--- src/rtl/serial_slice_subtractor_if.sv ---
// Operand/result handshake bundle for serial_slice_subtractor.
// master = producer/consumer side, slave = the subtractor.
interface serial_slice_subtractor_if #(
    parameter int WIDTH = 12
);
    logic             in_valid;
    logic             in_ready;
    logic [WIDTH-1:0] a;
    logic [WIDTH-1:0] b;
    logic             bin;
    logic             out_valid;
    logic             out_ready;
    logic [WIDTH-1:0] diff;
    logic             bout;

    modport master (
        output in_valid, a, b, bin, out_ready,
        input  in_ready, out_valid, diff, bout
    );

    modport slave (
        input  in_valid, a, b, bin, out_ready,
        output in_ready, out_valid, diff, bout
    );
endinterface

--- src/rtl/serial_slice_subtractor.sv ---
// Ripple-borrow subtractor, one SLICE-bit slice per clock, LSB slice first.
// Define SERIAL_SUB_SAT_EN to clamp a negative result to zero (bout unchanged).
module serial_slice_subtractor #(
    parameter int WIDTH = 12,
    parameter int SLICE = 3
) (
    input logic                  clk,
    input logic                  rst_n,
    serial_slice_subtractor_if.slave s
);
    localparam int NSLICE = WIDTH / SLICE;
    localparam int CW     = (NSLICE > 1) ? $clog2(NSLICE) : 1;

    typedef enum logic [1:0] {IDLE, RUN, DONE} state_t;

    state_t           state;
    logic [WIDTH-1:0] a_sh, b_sh, res;
    logic             borrow;
    logic [CW-1:0]    cnt;

    logic [SLICE:0]   t;
    logic [WIDTH-1:0] res_nxt;
    logic [WIDTH-1:0] diff_fin;

    // One extra bit on the slice difference: its MSB is the outgoing borrow.
    always_comb begin
        t        = {1'b0, a_sh[SLICE-1:0]} - {1'b0, b_sh[SLICE-1:0]} - {{SLICE{1'b0}}, borrow};
        res_nxt  = {t[SLICE-1:0], res[WIDTH-1:SLICE]};
`ifdef SERIAL_SUB_SAT_EN
        diff_fin = t[SLICE] ? '0 : res_nxt;
`else
        diff_fin = res_nxt;
`endif
    end

    always_ff @(posedge clk or negedge rst_n) begin
        if (!rst_n) begin
            state       <= IDLE;
            a_sh        <= '0;
            b_sh        <= '0;
            res         <= '0;
            borrow      <= 1'b0;
            cnt         <= '0;
            s.in_ready  <= 1'b1;
            s.out_valid <= 1'b0;
            s.diff      <= '0;
            s.bout      <= 1'b0;
        end else begin
            case (state)
                IDLE: begin
                    if (s.in_valid && s.in_ready) begin
                        a_sh       <= s.a;
                        b_sh       <= s.b;
                        borrow     <= s.bin;
                        cnt        <= '0;
                        s.in_ready <= 1'b0;
                        state      <= RUN;
                    end
                end
                RUN: begin
                    a_sh   <= a_sh >> SLICE;
                    b_sh   <= b_sh >> SLICE;
                    res    <= res_nxt;
                    borrow <= t[SLICE];
                    cnt    <= cnt + 1'b1;
                    if (cnt == CW'(NSLICE - 1)) begin
                        s.diff      <= diff_fin;
                        s.bout      <= t[SLICE];
                        s.out_valid <= 1'b1;
                        state       <= DONE;
                    end
                end
                DONE: begin
                    if (s.out_ready) begin
                        s.out_valid <= 1'b0;
                        s.in_ready  <= 1'b1;
                        state       <= IDLE;
                    end
                end
                default: begin
                    state       <= IDLE;
                    s.in_ready  <= 1'b1;
                    s.out_valid <= 1'b0;
                end
            endcase
        end
    end
endmodule

--- src/flat_wrapper.sv ---
// flat-port wrapper written by rule: the top's interface ports become plain ports
module serial_slice_subtractor_flat 
#(
    parameter int WIDTH = 12,
    parameter int SLICE = 3
)
  (clk, rst_n, s_in_valid, s_a, s_b, s_bin, s_out_ready, s_in_ready, s_out_valid, s_diff, s_bout);
  serial_slice_subtractor_if #(.WIDTH(WIDTH)) s_i ();
  input logic clk;
  input logic rst_n;
  input wire logic [$bits(s_i.in_valid)-1:0] s_in_valid;
  input wire logic [$bits(s_i.a)-1:0] s_a;
  input wire logic [$bits(s_i.b)-1:0] s_b;
  input wire logic [$bits(s_i.bin)-1:0] s_bin;
  input wire logic [$bits(s_i.out_ready)-1:0] s_out_ready;
  output wire logic [$bits(s_i.in_ready)-1:0] s_in_ready;
  output wire logic [$bits(s_i.out_valid)-1:0] s_out_valid;
  output wire logic [$bits(s_i.diff)-1:0] s_diff;
  output wire logic [$bits(s_i.bout)-1:0] s_bout;
  assign s_i.in_valid = s_in_valid;
  assign s_i.a = s_a;
  assign s_i.b = s_b;
  assign s_i.bin = s_bin;
  assign s_i.out_ready = s_out_ready;
  assign s_in_ready = s_i.in_ready;
  assign s_out_valid = s_i.out_valid;
  assign s_diff = s_i.diff;
  assign s_bout = s_i.bout;
  serial_slice_subtractor #(.WIDTH(WIDTH), .SLICE(SLICE)) u_core (.clk(clk), .rst_n(rst_n), .s(s_i));
endmodule
--- config.mk ---
export PLATFORM = sky130hd
export DESIGN_NAME = serial_slice_subtractor_flat
export DESIGN_NICKNAME = d
export VERILOG_FILES = /design/src/rtl/serial_slice_subtractor_if.sv /design/src/rtl/serial_slice_subtractor.sv /design/src/flat_wrapper.sv
export SDC_FILE = /design/constraint.sdc
export NUM_CORES = 1
export LEC_CHECK = 0
export ABC_CLOCK_PERIOD_IN_PS = 1600
export BUFFER_PORTS_ARGS = -buffer_cell sky130_fd_sc_hd__buf_2
export CAP_MARGIN = 30
export CORE_UTILIZATION = 49
export DETAILED_ROUTE_END_ITERATION = 10
export GPL_TIMING_DRIVEN = 0
export PLACE_DENSITY_LB_ADDON = 0.05
export REMOVE_ABC_BUFFERS = 1
export SLEW_MARGIN = 25
export SYNTH_ARGS = -nofsm -noshare
export SYNTH_HDL_FRONTEND = slang
export SYNTH_SLANG_ARGS = --single-unit
--- constraint.sdc ---
create_clock -name clk -period 1.6 [get_ports clk]
set_input_delay 0.16 -clock clk [delete_from_list [all_inputs] [get_ports clk]]
set_output_delay 0.16 -clock clk [all_outputs]
set_load 0.05 [all_outputs]
==> key figures <==
Clock network
  – Clock Sink Count: 53
  – Clock Tree Buf Depth: 2
  – H-tree depth: 2
  – Later-pin clock latency in the skew report: 0.31 ns
  – CTS tree: done
  – Reg clk slew, reported paths: 0.09 ns
  – Clock root cell: clkbuf_8
  – CTS buffer count: 5

Worst setup path
  – Setup slack, reg-to-reg: -0.20 ns
  – Worst r2r src: u_core.borrow
  – Worst Setup End Kind: flip-flop
  – Endpoint of the worst setup timing path: u_core.borrow
  – RR Endpoint: u_core.borrow
  – R2R depth: 8
  – Arr. time, crit path: 1.97 ns
  – Worst endpoint required time: 1.78 ns
  – CP startpoint kind: flip-flop
  – Worst setup path category: flip-flop to flip-flop
  – Max FO, Critical Path: 2
  – CP startpoint: u_core.borrow

GRT
  – Gr ovfl total: 0
  – GR Util All Layers: 18.8%
  – Initial antenna violation count: 0
  – Vias in the first global route: 1628
  – Global-route wire length before repair: 7.22 mm
  – Largest net degree at the start of global routing: 54

Power and ir drop
  – P_leak: 1.41 nW
  – Pwr Total: 0.00572 W
  – Max VDD drop: 0.936 mV
  – P_int: 0.00341 W
  – Sequential share of power: 38.5%
  – Clock Power Share: 16.1%
  – Combinational power share: 45.4%
  – Switching power share of the total: 40.3%
  – Cell Pwr Density: 2070 mW/mm^2
  – Psw: 0.00230 W

Floorplan
  – Die Wd: 70.9 um
  – Rows: 24
  – Die Ht: 70.9 um
  – Core area: 0.00444 sq mm
  – Ports: 44
  – Die area: 0.00503 sq mm
  – Initial core utilization: 52.4%

Logic synthesis
  – Syn Inst Count: 227
  – EDFF count, synth: 0
  – Synthesized area: 0.00233 sq mm
  – Syn Area/Cell: 10.3 sq um
  – YS warnings: 0
  – Yosys reg bits: 53
  – Primary FF master, synth: dfrtp_1
  – Asr flop ratio synth: 100%
  – Yosys cell types: 29
  – Seq/Total Area, Yosys: 57.0%

Timing
  – Hold_ws: 0.0713 ns
  – Setup TNS: -0.660 ns
  – Slew Limit Fails: 0
  – Worst slew margin: 56.1%
  – Fin. Hold Viols: 0
  – RSZ-0062 raised after global routing: yes
  – Max Fclk: 557 MHz
  – Fin worst setup slack: -0.196 ns
  – Fin crit share: 112%
  – Layout Skew: 0.00591 ns
  – Final min period: 1.80 ns
  – Setup-failing EPs final: 7
  – Worst slew pin tran: 0.658 ns

Route
  – Vias: 1665
  – Post-route ant nets: 0
  – 1st-pass router iterations: 10
  – Routed WL: 4.19 mm
  – Initial DRC Count: 112
  – Residual DRC: 7
  – Wire length per cell: 12.8 um
  – Vias/cell: 5.09

Placed design
  – Post-DP HPWL: 2.70 mm
  – Final GP Congestion: 0.746
  – Dpl cells: 311
  – IO buf count: 43

Layout
  – Final nets: 310
  – Fraction of layout cells with a size suffix above 1: 28.7%
  – Syn-to-layout area delta: 18.6%
  – Layout filler cell count: 413
  – Fin cells: 327
  – N_diodes: 0
  – Commonest cells after routing, fill and taps aside: 69 x nand2_1, 52 x dfrtp_1, 42 x buf_2
  – Commonest non-fill, non-tap cell in the layout: nand2_1
  – Post-layout util: 62.1%

Job
  – Max-capacitance violation count: 0

Worst hold path
  – Worst hold path class: input port to flip-flop
  – Hold Path Origin: s_a[10]

Run status
  – Status: complete, but fails checks
  – Failing checks: DRC, setup timing
[power by group through the flow]
stage	combinational [W]	clock [W]	sequential, W
5_1_grt	0.00291	0.00101	0.00228
6_report	0.00260	0.000921	0.00220
3_3_place_gp	0.00230	0	0.00221
2_1_floorplan	0.00131	0	0.00266
3_5_place_dp	0.00239	0	0.00223
4_1_cts	0.00255	0.000955	0.00220
[per-stage QoR]
stage                     worst slack, ns  instance area, sq um
after floorplan                    -0.478                  2230
after global placement              -1.06                  2510
after detailed placement           -0.553                  2550
after CTS                          -0.235                  2720
after global routing               -0.267                  2760
final                              -0.196                  2760
[cells by family (layout without fill, tap and decap cells)]
logic type      Yosys count  in the layout  share of synthesized area [%]
flops                    53             53                           57.0
mux                      10             10                           4.84
simple gates             99             99                           17.5
buf+inv                  18             66                           4.95
xor+xnor                  3              3                           1.13
compound gates           37             37                           10.1
fa+ha+maj                 7              7                           4.41
[metal layers]
layer / global-route usage (%) / vias up / part of all wire [%]
met3: 4.70 / 5 / 3.5
met2: 29.9 / 31 / 46
li1: - / 851 / -
met5: 0 / - / 0
met4: 7.33 / 0 / 1.5
met1: 25.0 / 778 / 49
[final cells by class]
class | instances | area, sq um | area share, %
clock inverters | 1 | 30.0 | 1.09
well taps | 52 | 65.1 | 2.36
repair buffers | 53 | 315 | 11.4
flip-flops and latches | 53 | 1330 | 48.1
inverters | 5 | 18.8 | 0.680
clock buffers | 7 | 86.3 | 3.13
multi-input cells | 156 | 917 | 33.2
[worst max-delay path, stage by stage (launching register included)]
cell and delay (ns):
dfrtp_1 0.36, inv_2 0.05, fa_1 0.56, inv_1 0.05, ha_2 0.17, o21ai_2 0.11
nand3b_1 0.10, xor2_1 0.17, o211ai_1 0.10
[state kept, by name (all words and copies together) (netlist names)]
register and count:
u_core.b_sh 12, u_core.cnt 2, u_core.s.out_valid 1, u_core.borrow 1, u_core.s.in_ready 1, u_core.s.bout 1, u_core.res 9, u_core.state 2
u_core.s.diff 12, u_core.a_sh 12
[cell usage after synthesis (2+ instances only)]
cell	count	area [sq um]
buf_6	6	67.6
nor2_1	20	75.1
mux2_2	7	78.8
a31oi_1	18	113
nand2b_1	2	12.5
a21oi_1	2	10.0
xnor2_1	2	17.5
a22o_1	6	52.6
fa_1	2	40.0
buf_2	2	10.0
mux2_1	3	33.8
dfrtp_1	52	1300
o21ai_0	9	45.0
clkbuf_1	5	18.8
inv_1	5	18.8
nand2_1	69	259
ha_1	5	62.6
[worst min path at each step]
stage | to | slack [ns] | depth (start not counted)
after CTS | u_core.a_sh[10] | 0.06 | 2
final | u_core.a_sh[10] | 0.07 | 2
after floorplan | u_core.a_sh[0] | -0.14 | 0
after global placement | u_core.a_sh[11] | 0.38 | 2
after detailed placement | u_core.s.diff[1] | 0.24 | 1
after global routing | u_core.a_sh[11] | 0.06 | 2
[what timing repair did]
item,4_1_cts,5_1_grt
endpoints found under the setup margin,42,26
hold endpoints to repair,52,0
hold buffers,1,0
pin swaps,5,4
gates resized for setup,11,4
setup buffers,4,3
Power figures use the tool's default switching activity.
